==> src/rtl/clock_meas_pkg.sv <==
// Shared types for the clock period meter.
// State encoding, default width and result bundle.
package clock_meas_pkg;

  localparam int DEF_WIDTH = 24;

  typedef enum logic [2:0] {
    IDLE,
    ALIGN,
    HIGH,
    LOW,
    STALL
  } meas_state_t;

  typedef struct packed {
    logic [DEF_WIDTH-1:0] hi;
    logic [DEF_WIDTH-1:0] lo;
  } result_t;

endpackage

==> src/rtl/sync_edge_detect.sv <==
// Synchronizer for an async level plus edge strobes.
// Rise and fall share one latency so phase counts stay exact.
module sync_edge_detect #(
  parameter int STAGES = 2
) (
  input  logic clock_in,
  input  logic reset_n,
  input  logic async_in,
  output logic level,
  output logic rise,
  output logic fall
);

  logic [STAGES-1:0] sync_q;
  logic              level_d;

  // shift the input through the chain, keep one delayed copy
  always_ff @(posedge clock_in or negedge reset_n) begin
    if (!reset_n) begin
      sync_q  <= '0;
      level_d <= 1'b0;
    end else begin
      sync_q  <= {sync_q[STAGES-2:0], async_in};
      level_d <= sync_q[STAGES-1];
    end
  end

  assign level = sync_q[STAGES-1];
  assign rise  = level & ~level_d;
  assign fall  = ~level & level_d;

endmodule

==> src/rtl/clock_period_meter.sv <==
// Measures high/low phase lengths of a slow clock.
// Results leave through a valid/ready port with lock flags.
module clock_period_meter
  import clock_meas_pkg::*;
#(
  parameter int          WIDTH          = DEF_WIDTH,
  parameter int          SYNC_STAGES    = 2,
  parameter int unsigned TIMEOUT_CYCLES = 24'hFFFFFF
) (
  input  logic             clock_in,
  input  logic             reset_n,
  input  logic             clock_meas,
  input  logic             enable,
  input  logic             clear,
  output logic [WIDTH-1:0] period_hi,
  output logic [WIDTH-1:0] period_lo,
  output logic             meas_valid,
  input  logic             meas_ready,
  output logic             locked,
  output logic             timeout,
  output logic             overrun
);

  typedef struct packed {
    logic [WIDTH-1:0] hi;
    logic [WIDTH-1:0] lo;
  } res_t;

  localparam logic [WIDTH-1:0] TMO = WIDTH'(TIMEOUT_CYCLES);
  localparam logic [WIDTH-1:0] CNT_MAX = '1;
  localparam logic [WIDTH-1:0] ONE = WIDTH'(1);

  logic s;
  logic rise;
  logic fall;

  meas_state_t state;
  meas_state_t state_n;

  logic [WIDTH-1:0] hi_cnt;
  logic [WIDTH-1:0] lo_cnt;

  logic hi_start;
  logic hi_inc;
  logic lo_start;
  logic lo_inc;
  logic publish;
  logic stall_hit;

  res_t cur_res;
  res_t held_res;
  res_t last_res;
  logic primed;

  sync_edge_detect #(
    .STAGES (SYNC_STAGES)
  ) u_sync (
    .clock_in (clock_in),
    .reset_n  (reset_n),
    .async_in (clock_meas),
    .level    (s),
    .rise     (rise),
    .fall     (fall)
  );

  assign cur_res = '{hi: hi_cnt, lo: lo_cnt};

  // state register
  always_ff @(posedge clock_in or negedge reset_n) begin
    if (!reset_n) state <= IDLE;
    else          state <= state_n;
  end

  // next state and datapath strobes
  always_comb begin
    state_n   = state;
    hi_start  = 1'b0;
    hi_inc    = 1'b0;
    lo_start  = 1'b0;
    lo_inc    = 1'b0;
    publish   = 1'b0;
    stall_hit = 1'b0;
    if (!enable) begin
      state_n = IDLE;
    end else begin
      unique case (state)
        IDLE: state_n = ALIGN;
        ALIGN: begin
          if (rise) begin
            state_n  = HIGH;
            hi_start = 1'b1;
          end
        end
        HIGH: begin
          if (hi_cnt == TMO) begin
            state_n   = STALL;
            stall_hit = 1'b1;
          end else if (fall) begin
            state_n  = LOW;
            lo_start = 1'b1;
          end else begin
            hi_inc = s;
          end
        end
        LOW: begin
          if (lo_cnt == TMO) begin
            state_n   = STALL;
            stall_hit = 1'b1;
          end else if (rise) begin
            state_n  = HIGH;
            publish  = 1'b1;
            hi_start = 1'b1;
          end else begin
            lo_inc = ~s;
          end
        end
        STALL: begin
          if (rise) begin
            state_n  = HIGH;
            hi_start = 1'b1;
          end
        end
        default: state_n = IDLE;
      endcase
    end
  end

  // saturating phase counters, dropped when measurement stops
  always_ff @(posedge clock_in or negedge reset_n) begin
    if (!reset_n) begin
      hi_cnt <= '0;
      lo_cnt <= '0;
    end else if (state_n == IDLE) begin
      hi_cnt <= '0;
      lo_cnt <= '0;
    end else begin
      if (hi_start)
        hi_cnt <= ONE;
      else if (hi_inc && hi_cnt != CNT_MAX)
        hi_cnt <= hi_cnt + ONE;
      if (lo_start)
        lo_cnt <= ONE;
      else if (lo_inc && lo_cnt != CNT_MAX)
        lo_cnt <= lo_cnt + ONE;
    end
  end

  // result register and valid/ready handshake
  always_ff @(posedge clock_in or negedge reset_n) begin
    if (!reset_n) begin
      held_res   <= '0;
      meas_valid <= 1'b0;
    end else if (publish && (!meas_valid || meas_ready)) begin
      held_res   <= cur_res;
      meas_valid <= 1'b1;
    end else if (meas_valid && meas_ready) begin
      meas_valid <= 1'b0;
    end
  end

  assign period_hi = held_res.hi;
  assign period_lo = held_res.lo;

  // lock tracks consecutive computed results
  always_ff @(posedge clock_in or negedge reset_n) begin
    if (!reset_n) begin
      locked   <= 1'b0;
      primed   <= 1'b0;
      last_res <= '0;
    end else if (!enable || stall_hit || state == IDLE) begin
      locked <= 1'b0;
      primed <= 1'b0;
    end else if (publish) begin
      locked   <= primed && (cur_res == last_res);
      primed   <= 1'b1;
      last_res <= cur_res;
    end
  end

  // sticky flags, a set beats a same-cycle clear
  always_ff @(posedge clock_in or negedge reset_n) begin
    if (!reset_n) begin
      timeout <= 1'b0;
      overrun <= 1'b0;
    end else begin
      if (stall_hit)  timeout <= 1'b1;
      else if (clear) timeout <= 1'b0;
      if (publish && meas_valid && !meas_ready)
        overrun <= 1'b1;
      else if (clear)
        overrun <= 1'b0;
    end
  end

endmodule
==> config.mk <==
export PLATFORM = sky130hd
export DESIGN_NAME = clock_period_meter
export DESIGN_NICKNAME = d
export VERILOG_FILES = /design/src/rtl/clock_meas_pkg.sv /design/src/rtl/sync_edge_detect.sv /design/src/rtl/clock_period_meter.sv
export SDC_FILE = /design/constraint.sdc
export NUM_CORES = 1
export LEC_CHECK = 0
export CAP_MARGIN = 20
export CORE_AREA = 2 2 101 141
export CTS_CLUSTER_DIAMETER = 150
export DETAILED_ROUTE_END_ITERATION = 10
export DIE_AREA = 0 0 103 143
export DONT_BUFFER_PORTS = 1
export PLACE_DENSITY_LB_ADDON = 0.08
export REMOVE_ABC_BUFFERS = 1
export SLEW_MARGIN = 15
export SYNTH_ARGS = -nofsm -noshare
export SYNTH_HDL_FRONTEND = slang
export SYNTH_HIERARCHICAL = 1
export SYNTH_SLANG_ARGS = --single-unit
==> constraint.sdc <==
create_clock -name clock_in -period 2.4 [get_ports clock_in]
set_clock_uncertainty 0.05 [all_clocks]
set_input_delay 0.48 -clock clock_in [delete_from_list [all_inputs] [get_ports clock_in]]
set_output_delay 0.48 -clock clock_in [all_outputs]
set_load 0.01 [all_outputs]
-- Yosys cells after proc, flatten, opt, wreduce, memory -nomap -nowiden
Index checks and enable logic that the tools add are counted.
Widths: inputs -> output; s select.
- register bits: 155
- output and inout bits: 52
- word-level logic and storage cells: 96
- $add $sub $neg: 2
- equal/unequal tests: 9
- multiplexer cells: 43
- bitwise operators: 5
- reduce and logical (&&, ||, !) cells: 23
- operators by type and width (cell ; number):
    $mux 24 ; 6
    $add 24x1->24 const B ; 2
    $eq 24x24->1 const B ; 2
    $eq 48x48->1 ; 1
    $ne 24x24->1 const B ; 2
    $mux 1 ; 29
    $mux 3 ; 5
    $pmux 3 s4 ; 1
    $reduce_bool 2->1 ; 4
    $logic_and 1x1->1 ; 7
    $eq 3x2->1 const B ; 2
    $logic_not 3->1 ; 2
    $reduce_bool 3->1 ; 2
    $pmux 1 s2 ; 2
    $eq 3x1->1 const B ; 1
    $eq 3x3->1 const B ; 1
    $logic_not 1->1 ; 3
    $logic_or 1x1->1 ; 3
    $not 1->1 ; 3
    $and 1x1->1 ; 2
    $reduce_and 2->1 ; 1
    $reduce_or 2->1 ; 1

-- Longest topological paths before layout
Gate-level depths: netlist of the first run.
- word-level depth: 10
- mapped depth: 9
- gate-level depth less buffers: 7

-- Hierarchy
Netlist of the first run, hierarchy kept.
- by module, submodules not included (module ; instances ; cells each ; area each (um2)):
    clock_period_meter ; 1 ; 633 ; 7155.6
    sync_edge_detect ; 1 ; 5 ; 90.1

-- Least setup slack after synthesis of the first run
OpenSTA, ideal clock, no wires.
- kind: reg2reg
- start: reg lo_cnt[1]
- end: reg held_res (netlist bit period_hi[22])
- library setup time: 127 ps
- arrival: 2064 ps
- path slack: 159 ps
- stages on the path, launching flop included: 10
- buffers on the path: 2
- clock period less this slack: 2241 ps
- cells stage by stage: dfrtp_1 ha_1 nand3_1 nor3_2 nand2_1 nand4_1 nand2b_1 buf_6 buf_6 mux2_1
- longest elaborated chain between the ends: 5
- RTL lines (element ; line ; RTL):
    start: declaration ; clock_period_meter.sv:41 ; logic [WIDTH-1:0] lo_cnt;
    start signal: assignment ; clock_period_meter.sv:144 ; lo_cnt <= lo_cnt + ONE;
    $eq 24x24->1 ; clock_period_meter.sv:106 ; if (lo_cnt == TMO) begin
    $mux 1 ; clock_period_meter.sv:106 ;
    $mux 1 ; clock_period_meter.sv:86 ; unique case (state)
    $mux 1 ; clock_period_meter.sv:83 ; if (!enable) begin
    $logic_and 1x1->1 ; clock_period_meter.sv:153 ; end else if (publish && (!meas_valid || meas_ready)) begin
    end signal: assignment ; clock_period_meter.sv:154 ; held_res <= cur_res;
    end: declaration ; clock_period_meter.sv:51 ; res_t held_res;
No other way between the ends.
A chain may end at the register's enable or synchronous reset.

-- Worst setup path in the final report of the first run
- start: reg u_sync.sync_q[1]
- end: reg lo_cnt[17]
- elaborated cells between the ends (all ways): 22
- RTL lines (element ; line ; RTL):
    start: declaration ; sync_edge_detect.sv:14 ; logic [STAGES-1:0] sync_q;
    start signal: assignment ; sync_edge_detect.sv:23 ; sync_q <= {sync_q[STAGES-2:0], async_in};
    $and 1x1->1 * ; sync_edge_detect.sv:29 ; assign rise = level & ~level_d;
    net rise ; clock_period_meter.sv:34 ; logic rise;
    $mux 3 / $mux 1 (equally long branches) ; clock_period_meter.sv:89, clock_period_meter.sv:109, clock_period_meter.sv:118 ;
    $mux 3 / $mux 1 (equally long branches) ; clock_period_meter.sv:106 ;
    $pmux 3 s4 / $mux 1 (equally long branches) ; clock_period_meter.sv:86 ;
    $mux 3 / $mux 1 (equally long branches) ; clock_period_meter.sv:83 ;
    $logic_not 3->1 / $logic_and 1x1->1 (equally long branches) ; clock_period_meter.sv:133, clock_period_meter.sv:143 ;
    $reduce_bool 3->1 (no source line) / $mux 24 (equally long branches) ; - ;
The timed path passes the listed nets; every way through them passes the cells marked *.

==> results.json, run 1 <==
{
  "syn_to_final_growth_pct": 14.3,
  "first_pass_iters": 4,
  "slew-limit-headroom": 0.535,
  "worstReg2RegStart": "u_sync/sync_q[1]$_DFF_PN0_",
  "wl_per_cell_um": 18.6,
  "antenna_found_initial": 0,
  "slowest_stage": "dfrtp_1",
  "synth_top_area_share": 0.535,
  "violations": "hold timing",
  "numCtsBuffers": 17,
  "synth_cell_types": 53,
  "worst_slew_pin_slew_ns": 0.691,
  "root_buffer": "clkbuf_16",
  "grt_use_total": 0.236,
  "async_flop_share": 1.00,
  "total_power_mw": 5.33,
  "max_freq_mhz": 433,
  "cp.arrival_ns": 2.56,
  "post-route-util": 0.618,
  "synth_area_leaders": "dfrtp_1 (54%), mux2_2 (9.8%), xor2_1 (5.6%)",
  "rows": 50,
  "instances_no_fill": 864,
  "register_area_um2": 3880,
  "port_buffers": 0,
  "htreeDepth": 4,
  "timing.final.crit_share": 0.963,
  "clock_sinks": 155,
  "yosys_warnings": 6,
  "dieArea_um2": 14700,
  "worstSetupPathType": "reg2reg",
  "drive_gt1_frac": 0.232,
  "fin_tns_setup_ns": 0,
  "seq_area_frac_synth": 0.535,
  "dp_hpwl_mm": 11.5,
  "r2r-end": "lo_cnt[17]$_DFFE_PN0P_",
  "drtIter0Drc": 243,
  "drt_wl_total_mm": 16.0,
  "start_kind": "flip-flop",
  "avgSynthCellArea_um2": 11.4,
  "die_w_um": 103,
  "clock_latency_ns": 0.42,
  "critPathCaptureType": "flip-flop",
  "vias_per_cell": 5.57,
  "ir_drop_uv": 422,
  "final.fill_count": 1122,
  "dp_cells": 830,
  "slew_viol_final": 0,
  "powerDensity_nw_per_um2": 644,
  "ios": 58,
  "final_cell_area_um2": 8280,
  "grt_pass1_vias": 4940,
  "cts_tree": "yes",
  "path_cells": "nor2b_2, or3b_1, or2_1, a2111oi_4, buf_4, nand4_1, xnor2_1, nor2_1",
  "holdWs_ns": -0.300,
  "netlist_instances": 638,
  "post-route-min-period_ns": 2.31,
  "start_util": 0.541,
  "synth_most_common_cell": "dfrtp_1",
  "clockBufferDepth": 2,
  "rsz0062_at_grt": "no",
  "setup_viol": 0,
  "synthFlopType": "dfrtp_1",
  "clk_pin_slew_ns": 0.06,
  "grt_max_degree": 156,
  "vias": 4811,
  "antenna_left": 0,
  "cpPeakStageDelay_ns": 0.43,
  "multi_input_area_um2": 3100,
  "ys_top_cells_by_count": "dfrtp_1 (155), mux2_2 (63), nor2_1 (63), xor2_1 (46), xnor2_1 (35)",
  "leakagePower_nw": 4.04,
  "rr_worst_depth": 8,
  "grt-ovfl-total": 0,
  "drv_cap": 0,
  "status": "complete, but fails checks",
  "drc_errors": 0,
  "dpl_cell_area_um2": 7690,
  "dpl_worst_slack_ns": 0.0319,
  "core_region_area_um2": 13400,
  "die_height_um": 143,
  "diodes": 0,
  "synthesis.area_um2": 7250,
  "synth_enable_flop_cells": 0,
  "fin_ws_ns": 0.0899,
  "final_hold_viol_count": 155,
  "synth_largest_area_cell": "dfrtp_1",
  "hold_path.class": "in2async",
  "r2r_slack_ns": 0.09,
  "final_nets": 677,
  "worst_ep_required_time_ns": 2.65,
  "grt_pass1_wl_mm": 26.2,
  "ys_seq_elements": 155,
  "crit_path_max_fanout": 6,
  "gp_congestion": 0.912
}
how the worst max path moves through the flow:
stage	cells past startpoint	startpoint	slack (ns)	endpoint
floorplan	7	lo_cnt[0]$_DFFE_PN0P_	-2.33	period_hi[22]$_DFFE_PN0P_
global placement	7	u_sync/sync_q[1]$_DFF_PN0_	0.09	lo_cnt[17]$_DFFE_PN0P_
detailed placement	7	u_sync/sync_q[1]$_DFF_PN0_	0.03	lo_cnt[17]$_DFFE_PN0P_
CTS	7	u_sync/sync_q[1]$_DFF_PN0_	0.02	lo_cnt[17]$_DFFE_PN0P_
global route	7	u_sync/sync_q[1]$_DFF_PN0_	0.006	lo_cnt[18]$_DFFE_PN0P_
finish	8	u_sync/sync_q[1]$_DFF_PN0_	0.09	lo_cnt[17]$_DFFE_PN0P_
layer usage:
metal  wire (um)  global-route usage
met5           0                   0
met4         446              0.0942
met3         453              0.0538
met2        8480               0.401
met1        6660               0.288
cells by family (layout without fill, tap and decap cells):
logic type | Yosys count | count (layout) | synth area share
fa+ha+maj | 2 | 2 | 0.00345
flops | 155 | 155 | 0.535
xor+xnor | 81 | 81 | 0.0979
buf+inv | 60 | 104 | 0.0385
simple gates | 206 | 206 | 0.146
mux | 86 | 86 | 0.133
compound gates | 48 | 48 | 0.0459
area by class of cell:
| cell class | instances | share of cell area |
|---|---|---|
| Inverter | 21 | 0.00952 |
| Timing Repair Buffer | 51 | 0.0508 |
| Multi-Input combinational cell | 423 | 0.374 |
| Clock inverter | 12 | 0.0168 |
| Clock buffer | 20 | 0.0527 |
| Sequential cell | 155 | 0.468 |
| Tap cell | 182 | 0.0275 |
what timing repair did:
| action | 4_1_cts | 5_1_grt |
|---|---|---|
| setup buffers | 0 | 2 |
| hold endpoints to repair | 155 | 155 |
| setup endpoints to repair | 0 | 6 |
| gates resized for setup | 0 | 1 |
critical path: cells and delay by family, from the launching register on:
kind | cells | cell delay, ns
simple gates | 5 | 1.04
xor+xnor | 1 | 0.16
flops | 1 | 0.43
buf+inv | 1 | 0.20
compound gates | 1 | 0.31
state kept, by name, indices dropped and copies added, names as in the netlist:
register and count:
hi_cnt 24, last_res 48, lo_cnt 24, locked 1, meas_valid 1, overrun 1, period_hi 24, period_lo 24
primed 1, state 3, timeout 1, u_sync/level_d 1, u_sync/sync_q 2
power breakdown:
part | total, mW | switching [mW] | internal, mW
combinational | 0.0797 | 0.0504 | 0.0293
sequential | 2.63 | 0.00886 | 2.62
clock | 2.62 | 1.08 | 1.54
total | 5.33 | 1.14 | 4.19
cell usage in the layout (no fill, tap or decap), drive strengths merged, types with 4 or more instances in the layout:
cell	count
nand2	34
clkbuf	20
dfrtp	155
clkinvlp	4
buf	51
and4	8
xor2	46
xnor2	35
inv	24
nand4	23
o21ai	17
a21oi	5
nand2b	8
nor3	16
nor2	63
nand3	21
and3	8
a22oi	4
o22ai	7
nor4	13
mux2	83
Power figures use the tool's default switching activity.
==> run 2, diff against run 1 <==
CAP_MARGIN = unset   (was 20)
SKIP_LAST_GASP = 1   (was unset)
SLEW_MARGIN = 20   (was 15)
==> results of run 2 <==
The final DEF is identical to that of run 1; final timing and power are the same.
